### src/rtl/instr_sequencer.sv
// simplex8 fetch/decode/execute sequencer: PC, fetch handshake,
// decoder enable, datapath strobes, data-memory waits, halt/fault.
//
// Ports:
//   clk, reset_n           clock, synchronous active-low reset
//   pmem_addr/req/ack/data program fetch handshake (addr = PC)
//   instr, dec_en          latched instruction and decoder enable
//   dec_op, dec_*          decoder one-hot op and class lines
//   br_take, br_target     branch redirect, sampled in EXEC
//   load_acc, set_flags,
//   reg_we                 single-cycle datapath strobes
//   dmem_req, dmem_ack     data memory handshake
//   halted, fault          stopped core / sticky memory timeout
//   step                   only with SINGLE_STEP_EN: run one instr
//
// Optional feature macro: SINGLE_STEP_EN
module instr_sequencer #(
  parameter int              PC_W        = 8,
  parameter logic [PC_W-1:0] RESET_PC    = '0,
  parameter int              MEM_TIMEOUT = 15
) (
  input  logic            clk,
  input  logic            reset_n,
`ifdef SINGLE_STEP_EN
  input  logic            step,
`endif
  output logic [PC_W-1:0] pmem_addr,
  output logic            pmem_req,
  input  logic            pmem_ack,
  input  logic [7:0]      pmem_data,
  output logic [7:0]      instr,
  output logic            dec_en,
  input  logic [15:0]     dec_op,
  input  logic            dec_loadacc,
  input  logic            dec_setflags,
  input  logic            dec_reg,
  input  logic            dec_mem,
  input  logic            br_take,
  input  logic [PC_W-1:0] br_target,
  output logic            load_acc,
  output logic            set_flags,
  output logic            reg_we,
  output logic            dmem_req,
  input  logic            dmem_ack,
  output logic            halted,
  output logic            fault
);

  typedef enum logic [2:0] {
    S_FETCH,
    S_DECODE,
    S_EXEC,
    S_MEMW,
    S_HALT
  } state_t;

  localparam logic [7:0] CNT_LAST = 8'(MEM_TIMEOUT - 1);

  state_t          state, state_d;
  logic [PC_W-1:0] pc, pc_d;
  logic [7:0]      instr_q, instr_d;
  logic [7:0]      cnt, cnt_d;
  logic            hlt_q, hlt_d;
  logic            mem_q, mem_d;
  logic [2:0]      cls_q, cls_d;
  logic            fault_q, fault_d;
  logic            run;

  logic            req_c, den_c, dreq_c, halt_c;
  logic [2:0]      strb_c;

  // Only opcode 0 (HLT) of the one-hot op bus matters here.
  logic            unused_op;
  assign unused_op = ^dec_op[15:1];

`ifdef SINGLE_STEP_EN
  // go_q holds the grant for the instruction in flight so a
  // one-cycle step pulse carries it through to completion.
  logic go_q, go_d;
  assign run = go_q | step;
`else
  assign run = 1'b1;
`endif

  always_comb begin
    state_d = state;
    pc_d    = pc;
    instr_d = instr_q;
    cnt_d   = cnt;
    hlt_d   = hlt_q;
    mem_d   = mem_q;
    cls_d   = cls_q;
    fault_d = fault_q;
    req_c   = 1'b0;
    den_c   = 1'b0;
    dreq_c  = 1'b0;
    halt_c  = 1'b0;
    strb_c  = 3'b000;
`ifdef SINGLE_STEP_EN
    go_d    = go_q;
`endif
    unique case (state)
      S_FETCH: begin
        if (run) begin
          req_c = 1'b1;
`ifdef SINGLE_STEP_EN
          go_d  = 1'b1;
`endif
          if (pmem_ack) begin
            instr_d = pmem_data;
            pc_d    = pc + PC_W'(1);
            state_d = S_DECODE;
          end
        end
      end
      S_DECODE: begin
        den_c   = 1'b1;
        hlt_d   = dec_op[0];
        mem_d   = dec_mem;
        cls_d   = {dec_loadacc, dec_setflags, dec_reg};
        state_d = S_EXEC;
      end
      S_EXEC: begin
        if (hlt_q) begin
          state_d = S_HALT;
        end else if (mem_q) begin
          cnt_d   = '0;
          state_d = S_MEMW;
        end else begin
          strb_c  = cls_q;
          if (br_take) pc_d = br_target;
          state_d = S_FETCH;
`ifdef SINGLE_STEP_EN
          go_d    = 1'b0;
`endif
        end
      end
      S_MEMW: begin
        dreq_c = 1'b1;
        // cnt counts completed wait cycles, so an ack in the
        // last allowed cycle still wins over the timeout.
        if (dmem_ack) begin
          strb_c  = cls_q;
          cnt_d   = '0;
          state_d = S_FETCH;
`ifdef SINGLE_STEP_EN
          go_d    = 1'b0;
`endif
        end else if (cnt == CNT_LAST) begin
          fault_d = 1'b1;
          cnt_d   = '0;
          state_d = S_HALT;
        end else begin
          cnt_d = cnt + 8'd1;
        end
      end
      S_HALT: begin
        halt_c = 1'b1;
      end
      default: begin
        state_d = S_FETCH;
      end
    endcase
  end

  always_ff @(posedge clk) begin
    if (!reset_n) begin
      state   <= S_FETCH;
      pc      <= RESET_PC;
      instr_q <= '0;
      cnt     <= '0;
      hlt_q   <= 1'b0;
      mem_q   <= 1'b0;
      cls_q   <= '0;
      fault_q <= 1'b0;
`ifdef SINGLE_STEP_EN
      go_q    <= 1'b0;
`endif
    end else begin
      state   <= state_d;
      pc      <= pc_d;
      instr_q <= instr_d;
      cnt     <= cnt_d;
      hlt_q   <= hlt_d;
      mem_q   <= mem_d;
      cls_q   <= cls_d;
      fault_q <= fault_d;
`ifdef SINGLE_STEP_EN
      go_q    <= go_d;
`endif
    end
  end

  // Held reset silences every request and strobe, whatever the
  // state register still says before the reset edge.
  assign pmem_addr = pc;
  assign instr     = instr_q;
  assign fault     = fault_q;
  assign pmem_req  = req_c & reset_n;
  assign dec_en    = den_c & reset_n;
  assign dmem_req  = dreq_c & reset_n;
  assign halted    = halt_c & reset_n;
  assign load_acc  = strb_c[2] & reset_n;
  assign set_flags = strb_c[1] & reset_n;
  assign reg_we    = strb_c[0] & reset_n;

endmodule

### config.mk
export PLATFORM = sky130hd
export DESIGN_NAME = instr_sequencer
export DESIGN_NICKNAME = d
export VERILOG_FILES = /design/src/rtl/instr_sequencer.sv
export SDC_FILE = /design/constraint.sdc
export NUM_CORES = 1
export LEC_CHECK = 0
export CAP_MARGIN = 20
export CORE_MARGIN = 10
export CORE_UTILIZATION = 47
export CTS_CLUSTER_SIZE = 12
export DETAILED_ROUTE_END_ITERATION = 10
export GPL_ROUTABILITY_DRIVEN = 0
export GPL_TIMING_DRIVEN = 0
export PLACE_DENSITY = 0.84
export REMOVE_ABC_BUFFERS = 1
export SKIP_CTS_REPAIR_TIMING = 1
export SLEW_MARGIN = 30
export SYNTH_ARGS = -nofsm -noshare
export SYNTH_HDL_FRONTEND = slang
export SYNTH_SLANG_ARGS = --single-unit
### constraint.sdc
create_clock -name clk -period 4.2 [get_ports clk]
set_clock_uncertainty 0.1 [all_clocks]
set_input_delay 0.84 -clock clk [delete_from_list [all_inputs] [get_ports clk]]
set_output_delay 0.84 -clock clk [all_outputs]
set_load 0.005 [all_outputs]
* Word level (Yosys, flattened, before mapping) *
Index checks and enable logic that the tools add are counted.
Widths: inputs -> output; s select.

word-level totals
  bits in registers = 33

operators by class
  muxes and demuxes = 24
  bitwise gates (word level) = 9
  reductions and logical operators = 8
  $add $sub $neg = 2
  eq/ne operators = 11

operator list
  cell                 count
  $mux 8               8
  $pmux 8 s2           2
  $mux 3               7
  $add 8x1->8 const B  2
  $pmux 3 s5           1
  $ne 2x2->1 const B   5
  $reduce_and 3->1     3
  $eq 8x4->1 const B   1
  $and 1x1->1          7
  $eq 3x2->1 const B   2
  $pmux 3 s2           1
  $reduce_and 5->1     1
  $mux 1               4
  $reduce_bool 2->1    2
  $eq 3x1->1 const B   1
  $eq 3x3->1 const B   1
  $logic_not 3->1      1
  $ne 3x3->1 const B   1
  $mux 2               1
  $not 1->1            2
  $reduce_and 2->1     1

* Longest topological paths before layout *
  depth after elaboration = 4
  mapped depth = 6

* Least setup slack after synthesis *
Ideal clock, no wire load.

  path kind = input port to output port
  from = in reset_n
  to = out dec_en
  buffers on the path = 2
  arrival = 1.478 ns
  required time = 3.260 ns
  cell stages on the path = 3
  slack = 1.782 ns
  cells stage by stage = clkbuf_1 clkbuf_1 and2_1

between the ends
  cells in the longest elaborated chain, start to end = 1

ends and longest elaborated chain
  what         line  source
  from (decl)  23    input logic reset_n,
  $and 1x1->1  200   assign dec_en = den_c & reset_n;
  to (decl)    32    output logic dec_en,

Every way passes these cells.

* Final worst setup path *
  from = in reset_n
  to = out pmem_req

between the ends
  cells in the longest elaborated chain, start to end = 1

ends and longest elaborated chain
  what         line  source
  $and 1x1->1  199   assign pmem_req = req_c & reset_n;
  to (decl)    28    output logic pmem_req,

Every way passes these cells.

==> results.txt <==
# diodes = 0
Largest area contributor in the netlist = dfxtp_1
Sequential-to-total area share from yosys stat = 37.93%
Critical Path Fanout Max = 30
Wire length per cell = 15.28 µm
CTS clk-pin slew, worst paths = 0.07 ns
Total track usage = 13.91%
H-tree Lvls = 2
Die area = 6541 µm²
Filler cell count = 325
Pre-CTS WS = 0.2477 ns
Setup_tns = 0 ns
Worst skew pair latency = 0.28 ns
Die width = 80.88 µm
Hold Fails Final Rpt = 0
Final period utilization = 95.14%
Hold WS = 0.3749 ns
Synthesis-to-layout area growth = 32.83%
Post-route worst setup slack = 0.2040 ns
Minimum clock period = 3.996 ns
Seq. cell area = 660.6 µm²
Deepest clock path buffer count = 2
PwrDens = 302.4 nW/µm²
Final setup violating endpoints = 0
WP data arrival = 3.06 ns
Number of synthesized flops with an enable pin = 0
GRT Residual Overflow = 0
Distinct cells, synth = 51
Setup CP Type = in -> out
Worst Path Required = 3.26 ns
Status = complete, no violations
Multi-input gate area = 997.2 µm²
Rows = 22
CP Capture Type = output port
Initial DRC count = 124
Cts bufs inserted = 5
Post-route ant nets = 0
CTS root buffer = clkbuf_8
Cell Chain, Critical Path = clkdlybuf4s50_1, inv_1, nor4_1, clkdlybuf4s50_1
Vias in the first global route = 1546
DR vias = 1599
Share of post-route cells with drive strength above 1 = 6.639%
Port Buffers = 49
Path category of the worst min-delay check = reg -> reg
Synth top area cells = dfxtp_1 38%, nand2_1 5.2%, mux2i_1 3.4%
Worst-margin pin slew = 0.8930 ns
Family with the most delay on the worst path = buffers and inverters
Final Max Slew Viols = 0
Max incr delay on CP = 1.05 ns
Vias/cell = 5.533
Max Cap Viol = 0
Post-synthesis area per instance = 8.932 µm²
Number of buffer and inverter stages on the critical path = 3
Top-area cell type share of the netlist area = 37.93%
Drt total wl = 4415 µm
DPL Wire Length = 3105 µm
First-pass GRT wire length = 7327 µm
Most used cell, CP = clkdlybuf4s50_1
Io pins = 65
Gate Count Post-Synth = 195
VDD IR max = 204.8 µV
Max frequency = 250.3 MHz
Initial Util = 47.93%
DRC = 0
Pin count of the biggest net entering global routing = 31
RSZ-0062 raised after global routing = false
Slew headroom = 40.28%
Synth Cell Area = 1742 µm²
Final-stage net count = 284
Asr flop ratio synth = 0%
Clock Sinks = 33
Flops & latches, synth = 33
Most common flop cell mapped by yosys = dfxtp_1
DRT Pass-1 Iters = 4
CTS tree = yes
Critical path's slowest cell = clkdlybuf4s50_1
YS warnings = 0
Startpoint types = input pin
Chip height = 80.88 µm
Leakage power = 0.8260 nW
Core Box Area = 3633 µm²
Antenna violations before repair = 0
worst register-to-register path, cell delays in order (launching register included):
cell      delay (ns)
dfxtp_1         0.73
nor2b_1         0.53
o21ai_0         0.22
o21ai_2         0.36
a211oi_1        0.09
cells in the final DEF, fill, tap and decap left out, types with 7 or more instances in the layout:
cell type,synthesis,routed
clkdlybuf4s50_1,0,49
dfxtp_1,33,33
nand2_1,24,24
nor2_1,10,10
nor2b_1,8,8
o21ai_0,8,8
a21boi_0,8,8
a21oi_1,7,7
report_power, final:
part | switching [W] | internal, W | leakage, nW
combinational | 0.0000527 | 0.0000702 | 0.512
sequential | 0.0000200 | 0.000328 | 0.269
clock | 0.000114 | 0.000115 | 0.0450
total | 0.000187 | 0.000513 | 0.826
kinds of logic after synthesis:
kind of cell,Yosys count,synth area share (%)
AO/OA/AOI/OAI,53,22.63
XOR/XNOR,7,3.520
adder cells (fa/ha/maj),3,2.155
buffers and inverters,17,5.316
flip-flops,33,37.93
multiplexers,6,3.448
AND/OR/NAND/NOR,76,25.00
stage by stage:
step / area, µm² / total power (W) / cells / util [%]
after floorplan: 1672 / 0.0004089 / 184 / -
after CTS: 2313 / 0.0007055 / 289 / 63.67
after detailed placement: 2231 / 0.0004778 / 281 / 61.40
after global routing: 2313 / 0.0007379 / 289 / 63.67
final: 2313 / 0.0006995 / 289 / 63.67
after global placement: 2222 / 0.0004733 / 281 / 61.16
worst paths after layout:
check	startpoint	endpoint	slack, ns	depth (start not counted)
hold / removal	instr[6]	instr[6]	0.37	2
setup / recovery	reset_n	pmem_req	0.20	4
setup reg to reg	state[1]	cnt[1]	2.04	4
hold reg to reg	instr[6]	instr[6]	0.37	2
cells in the mapped netlist (all sizes together) (2+ instances only):
cell and instances:
a21oi 8, dfxtp 33, o21ai 10, xor2 6, nor3b 3, o2111ai 4
and3 4, mux2i 6, nor2b 8, nand4 2, nand3b 2, nor2 11
clkbuf 5, a211oi 2, and4 2, nand2 24, inv 6, nand3 6
nor4 2, o221a 2, o211ai 4, and2 7, buf 6, o21a 4
a21boi 8, ha 3
registers in the layout (all words and copies together), names as in the netlist:
name	cells
cls_q	3
cnt	8
fault	1
hlt_q	1
instr	8
mem_q	1
pmem_addr	8
state	3
layout make-up:
cell class,count,share of cell area [%]
clock buffer,6,3.137
clock inverter,2,0.4327
inverter,6,0.9735
multi-input combinational,145,43.10
sequential,33,28.56
tap,48,2.596
timing repair buffer,49,21.20
layer usage:
metal	part of all wire (%)	vias to the layer above	global-route usage, %	wire length (µm)
li1	-	792	-	-
met1	43	766	16.04	1915
met2	49	37	23.33	2149
met3	6.7	4	5.077	298
met4	1.2	0	4.671	51
met5	0	-	0	0
(Power assumes the default switching activity.)
